$ cat config.mk
export PLATFORM = sky130hd
export DESIGN_NAME = keypad_emulator
export DESIGN_NICKNAME = d
export VERILOG_FILES = /design/src/rtl/keypad_pkg.sv /design/src/rtl/keypad_emulator_sync_fifo.sv /design/src/rtl/keypad_emulator.sv
export SDC_FILE = /design/constraint.sdc
export NUM_CORES = 1
export LEC_CHECK = 0
export ABC_CLOCK_PERIOD_IN_PS = 4570
export CAP_MARGIN = 20
export CORE_ASPECT_RATIO = 2
export CORE_UTILIZATION = 50
export DETAILED_ROUTE_END_ITERATION = 10
export DONT_BUFFER_PORTS = 1
export PLACE_DENSITY_LB_ADDON = 0.15
export SLEW_MARGIN = 20
export SYNTH_ARGS = -nofsm -noshare
export SYNTH_HDL_FRONTEND = slang
export SYNTH_SLANG_ARGS = --single-unit
export TNS_END_PERCENT = 20
$ cat constraint.sdc
create_clock -name clk -period 4.57 [get_ports clk]
set_input_delay 0.914 -clock clk [delete_from_list [all_inputs] [get_ports clk]]
set_output_delay 0.914 -clock clk [all_outputs]
set_load 0.02 [all_outputs]
$ cat src/rtl/keypad_pkg.sv
// Shared types and helpers for the 4x4 keypad emulator: key code fields,
// emulator FSM states and the idle (released) column pattern.
package keypad_pkg;

    typedef logic [3:0] key_t;

    typedef enum logic [2:0] {
        ST_IDLE,
        ST_BOUNCE_IN,
        ST_HOLD,
        ST_BOUNCE_OUT,
        ST_GAP
    } state_t;

    localparam logic [3:0] ROWS_IDLE = 4'b1111;

    function automatic logic [1:0] key_row(input key_t k);
        return k[3:2];
    endfunction

    function automatic logic [1:0] key_col(input key_t k);
        return k[1:0];
    endfunction

    function automatic int max3(input int a, input int b, input int c);
        int m;
        m = (a > b) ? a : b;
        return (m > c) ? m : c;
    endfunction

endpackage

$ cat src/rtl/keypad_emulator_sync_fifo.sv
// Small first-word-fall-through FIFO: o_data always shows the head entry,
// so the consumer can pop and capture in the same cycle.
module sync_fifo #(
    parameter int WIDTH = 4,
    parameter int DEPTH = 4
) (
    input  logic             clk,
    input  logic             rst_n,
    input  logic             i_push,
    input  logic [WIDTH-1:0] i_data,
    input  logic             i_pop,
    output logic [WIDTH-1:0] o_data,
    output logic             o_full,
    output logic             o_empty
);
    localparam int AW = (DEPTH > 1) ? $clog2(DEPTH) : 1;

    logic [WIDTH-1:0] r_mem [DEPTH];
    logic [AW-1:0]    r_wr_ptr;
    logic [AW-1:0]    r_rd_ptr;
    logic [AW:0]      r_count;
    logic             w_push;
    logic             w_pop;

    assign w_push  = i_push && !o_full;
    assign w_pop   = i_pop && !o_empty;
    assign o_full  = (r_count == (AW+1)'(DEPTH));
    assign o_empty = (r_count == '0);
    assign o_data  = r_mem[r_rd_ptr];

    // Storage carries no reset; only the pointers and occupancy define validity.
    always_ff @(posedge clk) begin
        if (w_push) begin
            r_mem[r_wr_ptr] <= i_data;
        end
    end

    always_ff @(posedge clk or negedge rst_n) begin
        if (!rst_n) begin
            r_wr_ptr <= '0;
            r_rd_ptr <= '0;
            r_count  <= '0;
        end else begin
            if (w_push) r_wr_ptr <= r_wr_ptr + AW'(1);
            if (w_pop)  r_rd_ptr <= r_rd_ptr + AW'(1);
            case ({w_push, w_pop})
                2'b10:   r_count <= r_count + (AW+1)'(1);
                2'b01:   r_count <= r_count - (AW+1)'(1);
                default: r_count <= r_count;
            endcase
        end
    end

endmodule

$ cat src/rtl/keypad_emulator.sv
// Responder side of a 4x4 row-scan keypad: replays queued key codes as
// physical presses (bounce, hold, release bounce, gap) on the column lines.
module keypad_emulator
    import keypad_pkg::*;
#(
    parameter int HOLD_CYCLES   = 16,
    parameter int BOUNCE_CYCLES = 4,
    parameter int GAP_CYCLES    = 8,
    parameter int FIFO_DEPTH    = 4
) (
    input  logic       clk,
    input  logic       reset,
    input  logic [3:0] key_in,
    input  logic       key_valid,
    output logic       key_ready,
    input  logic [3:0] rows,
    output logic [3:0] cols,
    output logic       pressed,
    output logic [3:0] pressed_key,
    output logic       busy
);
    localparam int MAXP = max3(HOLD_CYCLES, BOUNCE_CYCLES, GAP_CYCLES);
    localparam int CW   = (MAXP > 0) ? $clog2(MAXP + 1) : 1;

    state_t      r_state;
    state_t      w_state_next;
    logic [CW-1:0] r_count;
    logic [CW-1:0] w_count_next;
    logic        r_pressed;
    logic        w_pressed_next;
    key_t        r_pressed_key;
    key_t        w_key_next;
    logic        w_pop;
    logic        w_full;
    logic        w_empty;
    key_t        w_head;
    logic [3:0]  w_col_sel;

    sync_fifo #(
        .WIDTH (4),
        .DEPTH (FIFO_DEPTH)
    ) u_fifo (
        .clk     (clk),
        .rst_n   (reset),
        .i_push  (key_valid),
        .i_data  (key_in),
        .i_pop   (w_pop),
        .o_data  (w_head),
        .o_full  (w_full),
        .o_empty (w_empty)
    );

    always_ff @(posedge clk or negedge reset) begin
        if (!reset) begin
            r_state       <= ST_IDLE;
            r_count       <= '0;
            r_pressed     <= 1'b0;
            r_pressed_key <= '0;
        end else begin
            r_state       <= w_state_next;
            r_count       <= w_count_next;
            r_pressed     <= w_pressed_next;
            r_pressed_key <= w_key_next;
        end
    end

    always_comb begin
        w_state_next   = r_state;
        w_count_next   = r_count;
        w_pressed_next = r_pressed;
        w_key_next     = r_pressed_key;
        w_pop          = 1'b0;
        case (r_state)
            ST_IDLE: begin
                if (!w_empty) begin
                    w_pop          = 1'b1;
                    w_key_next     = w_head;
                    w_pressed_next = 1'b1;
                    if (BOUNCE_CYCLES > 0) begin
                        w_state_next = ST_BOUNCE_IN;
                        w_count_next = CW'(BOUNCE_CYCLES - 1);
                    end else begin
                        w_state_next = ST_HOLD;
                        w_count_next = CW'(HOLD_CYCLES - 1);
                    end
                end
            end
            ST_BOUNCE_IN: begin
                if (r_count == '0) begin
                    w_state_next   = ST_HOLD;
                    w_pressed_next = 1'b1;
                    w_count_next   = CW'(HOLD_CYCLES - 1);
                end else begin
                    w_pressed_next = !r_pressed;
                    w_count_next   = r_count - CW'(1);
                end
            end
            ST_HOLD: begin
                w_pressed_next = 1'b1;
                if (r_count == '0) begin
                    w_pressed_next = 1'b0;
                    if (BOUNCE_CYCLES > 0) begin
                        w_state_next = ST_BOUNCE_OUT;
                        w_count_next = CW'(BOUNCE_CYCLES - 1);
                    end else begin
                        w_state_next = ST_GAP;
                        w_count_next = CW'(GAP_CYCLES - 1);
                    end
                end else begin
                    w_count_next = r_count - CW'(1);
                end
            end
            ST_BOUNCE_OUT: begin
                if (r_count == '0) begin
                    w_state_next   = ST_GAP;
                    w_pressed_next = 1'b0;
                    w_count_next   = CW'(GAP_CYCLES - 1);
                end else begin
                    w_pressed_next = !r_pressed;
                    w_count_next   = r_count - CW'(1);
                end
            end
            ST_GAP: begin
                w_pressed_next = 1'b0;
                if (r_count == '0) begin
                    w_state_next = ST_IDLE;
                end else begin
                    w_count_next = r_count - CW'(1);
                end
            end
            default: begin
                w_state_next   = ST_IDLE;
                w_pressed_next = 1'b0;
            end
        endcase
    end

    // A column is pulled low only while the contact is closed and its row is driven.
    for (genvar gi = 0; gi < 4; gi++) begin : g_col
        assign w_col_sel[gi] = r_pressed
                            && (key_col(r_pressed_key) == 2'(gi))
                            && !rows[key_row(r_pressed_key)];
    end

    always_comb begin
        cols        = ROWS_IDLE & ~w_col_sel;
        busy        = (r_state != ST_IDLE) || !w_empty;
        key_ready   = !w_full;
        pressed     = r_pressed;
        pressed_key = r_pressed_key;
    end

endmodule

==> flow_summary_export.csv, run 1 <==
group,metric,value,unit
placement,place_congestion,0.815,
route,firstDrtPassIters,7,
critical_path,critical_path.most_common_cell,"nor2b_1",
clocking,clk_transition_reported_paths,70,ps
placement,io_buffer_count,0,
layout,diodes,0,
yosys,syn-num-nets,156,
yosys,ys_warn_count,0,
clocking,cts_tree,"built",
timing,hold_violations,0,
pwr,switching_share,36.2,%
pwr,leakage,0.768,nW
job,drv_cap,0,
critical_path,crit_slowest_cell,"mux4_2",
critical_path,start_kind,"primary input",
route,dr.first_iter.drc_count,14,
layout,nets,157,
placement,dp_cells,164,
timing,rsz0062_at_grt,"no",
yosys,yosys_register_bits,36,
pwr,vdd_ir_drop_max,0.000364,V
pwr,p_total,1.31,mW
route,routedLengthMet1,1.03,mm
global_route,gr-usage-all-layers,18.6,%
layout,post_layout_nonfiller_instances,172,
route,wl_met2,1.66,mm
global_route,grt_overflow,0,
timing,tns,0,ps
route,finalWirelength,2.90,mm
run_status,status,"complete, but fails checks",
yosys,dominantRegCellSynth,"dfrtp_1",
pwr,clockPowerShare,20.8,%
layout,drive_above_1_share,14.3,%
layout,final_common_cell,"dfrtp_1",
yosys,async_flop_share,55.6,%
critical_path,r2r_slack,1860,ps
pwr,p_sw,0.474,mW
placement,dp_hpwl,2.22,mm
route,drc,1,
clocking,cts_buffers,5,
route,met3_length,131,um
route,final_antenna_net_count,0,
clocking,cts.repair.resized,0,
timing,post-route-period-util,62.4,%
timing,fmax,351,MHz
yosys,synth_area_per_cell,12.7,um^2
route,wire_per_inst,16.9,um
floorplanning,dieArea,3760,um^2
pwr,p_seq_share,46.5,%
floorplanning,dieWidth,43.9,um
global_route,grt_start_max_net_pins,21,
timing,period_minus_slack,2850,ps
clocking,clkSinkCount,36,
timing,slew_headroom,49.0,%
yosys,synthesis.area,1750,um^2
clocking,ctsHoldBuffers,0,
critical_path,worstPathArrival,1940,ps
global_route,grt_pass1_wl,5.02,mm
yosys,synth_enable_flop_cells,16,
clocking,clock_path_buffers,2,
critical_path,worstPathCellList,"mux4_2 > nor2b_1 > nor2b_1 > nand2b_1",
floorplanning,coreArea,3380,um^2
pwr,p_comb_share,32.7,%
route,vias,1060,
route,vias_per_cell,6.16,
clocking,insertion_delay,280,ps
critical_path,worst_setup_path_end_kind,"output pin",
pwr,cellPowerDensity,698,nW/um^2
floorplanning,num_rows,30,
critical_path,crit_path_max_fanout,3,
layout,layout_common_cells,"dfrtp_1, edfxtp_1, inv_1, nand2_1",
yosys,syn_inst,138,
timing,maxSlewViolCount,0,
timing,finClkSkew,3.96,ps
global_route,grt_pass1_vias,1143,
critical_path,path_class,"primary input to output pin",
layout,area_growth,6.92,%
pwr,p_int,0.836,mW
floorplanning,die_y,85.8,um
hold_path,worstHoldPathType,"primary input to async pin",
timing,final-setup-viol-count,0,
global_route,antenna_found_initial,0,
yosys,synth_cell_type_count,38,
critical_path,max_stage_delay,460,ps
floorplanning,initial_utilization,51.9,%
route,top_layer,"met4",
run_status,failed_checks,"DRC",
floorplanning,ios,22,
timing,whs,317,ps
clocking,htreeDepth,2,
critical_path,crit_required,3660,ps
yosys,synth_seq_area_share,55.9,%
timing,worst_pin_slew,763,ps
clocking,root_buffer,"clkbuf_8",
clocking,cts_setup_buffers,0,
[layout make-up]
class                      instances  area (um^2)
sequential                        36          981
clock inverter                     3         42.5
fill                             276         1500
tap                               32         40.0
multi-input combinational         86          706
clock buffer                       5         68.8
inverter                          10         37.5
[cell usage after synthesis (2+ instances only)]
| library cell | instances | area share, % |
|---|---|---|
| ha_1 | 6 | 4.3 |
| clkbuf_1 | 2 | 0.43 |
| nor2b_1 | 4 | 1.4 |
| nor3_1 | 3 | 0.86 |
| inv_1 | 10 | 2.1 |
| o31ai_1 | 2 | 0.86 |
| o21a_1 | 2 | 0.86 |
| and2_1 | 3 | 1.1 |
| xor2_1 | 4 | 2.0 |
| buf_2 | 3 | 0.86 |
| a31oi_1 | 2 | 0.71 |
| nor2_1 | 4 | 0.86 |
| xnor2_1 | 3 | 1.5 |
| edfxtp_1 | 16 | 27 |
| dfrtp_1 | 20 | 29 |
| nand2_1 | 10 | 2.1 |
| and3_1 | 4 | 1.4 |
| nand3_1 | 5 | 1.4 |
| o21ai_0 | 3 | 0.86 |
| mux2_2 | 5 | 3.2 |
| a21oi_1 | 6 | 1.7 |
| mux4_2 | 5 | 6.4 |
[per-layer routing]
metal  global-route usage, %  vias to the layer above
met4                    11.3                        0
met5                       0                        -
li1                        -                      500
met2                    33.0                       28
met1                    17.7                      525
met3                    5.47                        7
[final timing paths]
| check | from | end | depth (start not counted) |
|---|---|---|---|
| max | rows[3] | cols[0] | 4 |
| min | reset | r_count[2] | 0 |
| max reg2reg | r_state[0] | u_fifo.r_count[2] | 8 |
| max in group asynchronous | reset | pressed_key[2] | 0 |
| min in group clk | u_fifo.r_count[0] | u_fifo.r_count[0] | 1 |
| min reg2reg | u_fifo.r_count[0] | u_fifo.r_count[0] | 1 |
[cell families after synthesis]
logic type                 synth area share (%)
adders and majority gates                  5.42
xor gates and xnor gates                   3.50
DFF                                        55.9
buffers and inverters                      3.85
muxes                                      10.2
AOI/OAI and AO/OA                          8.70
and+or+nand+nor                            12.4
[metrics by stage]
stage / utilization [%] / setup slack (ps) / instance area (um^2)
floorplan: - / 1810 / 1750
global placement: 52.2 / 1720 / 1760
detailed placement: 52.2 / 1710 / 1760
CTS: 55.5 / 1710 / 1880
global route: 55.5 / 1600 / 1880
finish: 55.5 / 1720 / 1880
[power groups by stage]
stage / Combinational [mW] / Clock, mW / Sequential [mW]
final: 0.429 / 0.273 / 0.609
after global routing: 0.483 / 0.293 / 0.629
after CTS: 0.436 / 0.278 / 0.609
after detailed placement: 0.435 / 0 / 0.614
after global placement: 0.421 / 0 / 0.610
after floorplan: 0.404 / 0 / 0.554
[critical path: cells and delay by family]
family / cells / cell delay (ps)
simple gates: 3 / 570
mux: 1 / 460
[sequential cells by signal (all words and copies together), names as in the netlist]
name / count
pressed_key: 4
u_fifo.r_count: 3
u_fifo.r_rd_ptr: 2
u_fifo.r_mem: 16
r_count: 5
pressed: 1
u_fifo.r_wr_ptr: 2
r_state: 3
Power figures use the tool's default switching activity.
==> run 2: changes to the inputs <==
--- a/config.mk
+++ b/config.mk
@@ -5,7 +5,7 @@
 export SDC_FILE = /design/constraint.sdc
 export NUM_CORES = 1
 export LEC_CHECK = 0
-export ABC_CLOCK_PERIOD_IN_PS = 4570
+export ABC_CLOCK_PERIOD_IN_PS = 2700
 export CAP_MARGIN = 20
 export CORE_ASPECT_RATIO = 2
 export CORE_UTILIZATION = 50
==> constraint.sdc (replaced) <==
create_clock -name clk -period 2.7 [get_ports clk]
set_input_delay 0.54 -clock clk [delete_from_list [all_inputs] [get_ports clk]]
set_output_delay 0.54 -clock clk [all_outputs]
set_load 0.02 [all_outputs]
==> flow_summary_export.csv, run 2 (same netlist as run 1, synthesis figures left out) <==
group,metric,value,unit
critical_path,reg2reg_to,"u_fifo.r_count[2]",
global_route,met1_usage,20.2,%
layout,diodes,0,
route,finalWirelength,3.03,mm
floorplanning,die_y,85.8,um
global_route,gr-usage-all-layers,19.0,%
timing,finClkSkew,4.44,ps
critical_path,worst_setup_path_end_kind,"output pin",
timing,rsz0062_at_grt,"no",
run_status,status,"complete, but fails checks",
timing,worst_pin_slew,882,ps
critical_path,start_kind,"register",
floorplanning,ios,22,
route,drc,1,
timing,final-setup-viol-count,0,
clocking,clkSinkCount,36,
run_status,failed_checks,"DRC",
route,vias,1073,
layout,layout_common_cells,"dfrtp_1, edfxtp_1, inv_1, nand2_1",
global_route,grt_overflow,0,
global_route,grt_pass1_wl,5.30,mm
hold_path,worstHoldPathType,"primary input to register",
global_route,grt_start_max_net_pins,21,
route,wire_per_inst,17.1,um
critical_path,worstPathArrival,1940,ps
route,final_antenna_net_count,0,
route,vias_per_cell,6.06,
clocking,clock_path_buffers,2,
floorplanning,initial_utilization,51.9,%
clocking,cts.repair.resized,0,
placement,place_congestion,0.821,
timing,fmax,403,MHz
layout,nets,162,
critical_path,reg2reg_depth,8,
layout,largest_reg_flops,16,
timing,period_minus_slack,2480,ps
global_route,use_met2,34.9,%
floorplanning,dieWidth,43.9,um
placement,dp_hpwl,2.37,mm
critical_path,crit_path_max_fanout,3,
route,dr.first_iter.drc_count,23,
critical_path,r2r_slack,300,ps
global_route,top_usage_layer,"met2",
hold_path,min_from,"key_in[2]",
timing,post-route-period-util,91.8,%
placement,dp_slack,339,ps
clocking,insertion_delay,280,ps
timing,tns,0,ps
hold_path,whs_endpoint,"u_fifo.r_mem[3][2]",
route,firstDrtPassIters,7,
clocking,cts_buffers,5,
layout,area_growth,9.20,%
floorplanning,coreArea,3380,um^2
global_route,grt_pass1_vias,1182,
placement,io_buffer_count,0,
critical_path,crit_required,2160,ps
global_route,met3_usage,4.21,%
timing,slew_headroom,41.0,%
pwr,leakage,0.792,nW
critical_path,path_class,"register to output pin",
layout,final_common_cell,"dfrtp_1",
clocking,htreeDepth,2,
global_route,antenna_found_initial,0,
timing,maxSlewViolCount,0,
clocking,clk_transition_reported_paths,70,ps
timing,hold_violations,0,
layout,largest-register,"u_fifo.r_mem",
floorplanning,num_rows,30,
pwr,cellPowerDensity,1180,nW/um^2
clocking,cts_setup_buffers,0,
job,drv_cap,0,
hold_path,min_path_cells,0,
critical_path,rr_startpoint,"r_state[1]",
timing,finalWorstSetupSlack,222,ps
layout,drive_above_1_share,16.6,%
pwr,vdd_ir_drop_max,0.000786,V
floorplanning,dieArea,3760,um^2
clocking,root_buffer,"clkbuf_8",
clocking,cts_tree,"built",
==> run 2: cell count changes in the layout (fill, tap and decap cells not counted), sizes merged <==
cell | before | now
buf | 0 | 4
dlygate4sd3 | 0 | 1
==> run 2: power by group <==
| part | leakage (nW) | internal, mW | total [mW] | switching (mW) |
|---|---|---|---|---|
| sequential | 0.385 | 0.767 | 1.01 | 0.244 |
| combinational | 0.353 | 0.398 | 0.788 | 0.390 |
| clock | 0.0541 | 0.273 | 0.456 | 0.183 |
==> run 2: worst max-delay path: stages (launching register included) <==
cell and delay (ps):
dfrtp_1 510, mux4_2 560, nor2b_1 210, nor2b_1 200, nand2b_1 180
==> run 2: worst max path at each step <==
stage | start | endpoint | slack, ps | depth (start not counted)
2_1_floorplan | r_state[1] | u_fifo.r_count[2] | 570 | 10
3_3_place_gp | r_state[1] | u_fifo.r_count[2] | 350 | 8
3_5_place_dp | r_state[1] | u_fifo.r_count[2] | 340 | 8
4_1_cts | pressed_key[2] | cols[0] | 180 | 4
5_1_grt | pressed_key[2] | cols[0] | 120 | 4
6_report | pressed_key[2] | cols[0] | 220 | 4
==> run 2: layout make-up <==
cell class / count / area, um^2
fillers: 290 / 1460
flip-flops and latches: 36 / 981
multi-input cells: 86 / 706
clock buffers: 5 / 68.8
clock inverters: 3 / 42.5
repair buffers: 5 / 40.0
well taps: 32 / 40.0
inverters: 10 / 37.5
==> run 2: metrics by stage <==
step / util (%) / hold WS [ps] / instances / area [um^2] / total power, mW
final: 56.7 / 352 / 177 / 1920 / 2.26
after global routing: 56.7 / 338 / 177 / 1920 / 2.43
after CTS: 56.7 / 339 / 177 / 1920 / 2.28
after detailed placement: 53.1 / 245 / 168 / 1790 / 1.81
after global placement: 53.1 / 245 / 168 / 1790 / 1.77
after floorplan: - / 244 / 138 / 1750 / 1.62
==> run 2: timing repair <==
item,CTS,global route
hold buffers,1,0
hold endpoints to repair,20,0
endpoints found under the setup margin,0,0
==> run 2: layer usage <==
metal  wire [um]  vias to the layer above
met5           0                        -
met4          78                        0
met3         113                        9
met2        1800                       25
met1        1040                      530
li1            -                      509
==> run 3: changes to the inputs <==
--- a/config.mk
+++ b/config.mk
@@ -7,8 +7,10 @@
 export LEC_CHECK = 0
 export ABC_CLOCK_PERIOD_IN_PS = 2700
 export CAP_MARGIN = 20
+export CELL_PAD_IN_SITES_DETAIL_PLACEMENT = 2
+export CELL_PAD_IN_SITES_GLOBAL_PLACEMENT = 2
 export CORE_ASPECT_RATIO = 2
-export CORE_UTILIZATION = 50
+export CORE_UTILIZATION = 42
 export DETAILED_ROUTE_END_ITERATION = 10
 export DONT_BUFFER_PORTS = 1
 export PLACE_DENSITY_LB_ADDON = 0.15
==> flow_summary_export.csv, run 3 (same netlist as run 1, synthesis figures left out) <==
group,metric,value,unit
run_status,status,"complete, no violations",
timing,hold_violations,0,
pwr,p_seq_share,44.6,%
clocking,clkSinkCount,36,
route,finalWirelength,3.84,mm
clocking,cts_tree,"built",
placement,dp_hpwl,3.06,mm
timing,final-setup-viol-count,0,
route,final_antenna_net_count,0,
clocking,cts_setup_buffers,0,
hold_path,whs_endpoint,"u_fifo.r_mem[0][1]",
pwr,switching_share,39.5,%
clocking,clk_transition_reported_paths,80,ps
clocking,insertion_delay,290,ps
pwr,vdd_ir_drop_max,0.000498,V
layout,final_common_cell,"dfrtp_1",
layout,diodes,0,
timing,finalWorstSetupSlack,149,ps
critical_path,critical_path.most_common_cell,"nor2b_1",
critical_path,worstPathCellList,"mux4_2 > nor2b_1 > nor2b_1 > nand2b_1",
pwr,cellPowerDensity,1170,nW/um^2
critical_path,reg2reg_depth,8,
timing,worst_pin_slew,952,ps
global_route,gr-usage-all-layers,21.5,%
placement,io_buffer_count,0,
layout,area_growth,9.91,%
timing,finClkSkew,8.78,ps
critical_path,r2r_slack,260,ps
critical_path,worst_setup_path_end_kind,"output pin",
timing,post-route-period-util,94.5,%
layout,fillers,431,
critical_path,crit_path_max_fanout,3,
clocking,cts_buffers,5,
critical_path,rr_startpoint,"r_state[1]",
timing,period_minus_slack,2550,ps
clocking,root_buffer,"clkbuf_8",
route,vias,1089,
clocking,htreeDepth,2,
job,drv_cap,0,
layout,drive_above_1_share,17.1,%
placement,place_congestion,0.709,
critical_path,start_kind,"register",
floorplanning,die_y,93.4,um
global_route,grt_overflow,0,
critical_path,max_stage_delay,580,ps
global_route,use_met2,41.4,%
route,dr.first_iter.drc_count,6,
critical_path,crit_required,2160,ps
floorplanning,dieWidth,47.7,um
route,wire_per_inst,19.5,um
floorplanning,initial_utilization,44.7,%
timing,rsz0062_at_grt,"no",
floorplanning,num_rows,32,
global_route,top_usage_layer,"met2",
layout,final_core_util,49.1,%
route,vias_per_cell,5.53,
clocking,ctsHoldBuffers,1,
floorplanning,coreArea,3920,um^2
layout,post_layout_nonfiller_instances,197,
placement,dp_cells,188,
pwr,p_comb_share,38.2,%
critical_path,crit_slowest_cell,"mux4_2",
global_route,met3_usage,4.63,%
layout,largest_reg_flops,16,
global_route,grt_start_max_net_pins,21,
route,firstDrtPassIters,3,
global_route,antenna_found_initial,0,
global_route,grt_pass1_vias,1314,
pwr,clockPowerShare,17.3,%
critical_path,worstPathArrival,2010,ps
route,drc,0,
global_route,grt_pass1_wl,6.47,mm
hold_path,min_from,"key_in[1]",
pwr,p_int,1.36,mW
layout,layout_common_cells,"dfrtp_1, edfxtp_1, inv_1, nand2_1",
timing,tns,0,ps
clocking,cts.repair.resized,0,
hold_path,min_path_cells,0,
clocking,clock_path_buffers,2,
timing,slew_headroom,36.3,%
hold_path,worstHoldPathType,"primary input to register",
placement,dp_slack,228,ps
critical_path,reg2reg_to,"u_fifo.r_count[2]",
layout,largest-register,"u_fifo.r_mem",
global_route,met1_usage,18.8,%
floorplanning,ios,22,
pwr,p_sw,0.888,mW
critical_path,path_class,"register to output pin",
floorplanning,dieArea,4450,um^2
pwr,leakage,0.783,nW
timing,fmax,392,MHz
layout,nets,163,
timing,maxSlewViolCount,0,
==> run 3: cell count changes in the layout (fill, tap and decap cells not counted) <==
cell	change
buf_4	+1
bufinv_16	-1
clkinv_2	-1
clkinv_4	+1
clkinvlp_4	+1
==> run 3: power groups by stage <==
| stage | Clock, mW | Sequential [mW] | Combinational [mW] |
|---|---|---|---|
| detailed placement | 0 | 1.02 | 0.862 |
| global route | 0.427 | 1.04 | 0.961 |
| finish | 0.388 | 1.00 | 0.859 |
| CTS | 0.408 | 1.01 | 0.879 |
| global placement | 0 | 1.00 | 0.804 |
| floorplan | 0 | 0.938 | 0.684 |
==> run 3: stage by stage <==
step,hold WS (ps),power [mW],area (um^2)
finish,339,2.25,1930
global route,323,2.43,1930
CTS,326,2.30,1930
detailed placement,245,1.88,1830
global placement,245,1.80,1830
floorplan,244,1.62,1750
==> run 3: layout make-up <==
type                    count  area [um^2]  area share [%]
clock buffers               5         68.8            3.57
clock inverters             3         23.8            1.23
inverters                  10         37.5            1.95
multi-input cells          86          706            36.6
flip-flops and latches     36          981            50.9
well taps                  51         63.8            3.31
repair buffers              6         47.5            2.47
==> run 3: metal layers <==
| metal | up-vias | share of wire, % |
|---|---|---|
| met5 | - | 0 |
| met2 | 18 | 64 |
| met4 | 0 | 1.8 |
| met1 | 558 | 31 |
| li1 | 508 | - |
| met3 | 5 | 2.8 |
==> run 3: how the worst max path moves through the flow <==
| stage | slack [ps] | endpoint | start |
|---|---|---|---|
| floorplan | 570 | u_fifo.r_count[2] | r_state[1] |
| global placement | 380 | u_fifo.r_count[2] | r_state[1] |
| detailed placement | 230 | u_fifo.r_count[2] | r_state[1] |
| CTS | 130 | cols[0] | pressed_key[2] |
| global route | 30 | cols[2] | pressed_key[2] |
| finish | 150 | cols[0] | pressed_key[2] |
==> run 3: worst max-delay path, delay by kind of cell (launching register included) <==
| kind | cells | cell delay [ps] |
|---|---|---|
| DFF | 1 | 530 |
| muxes | 1 | 580 |
| and+or+nand+nor | 3 | 620 |
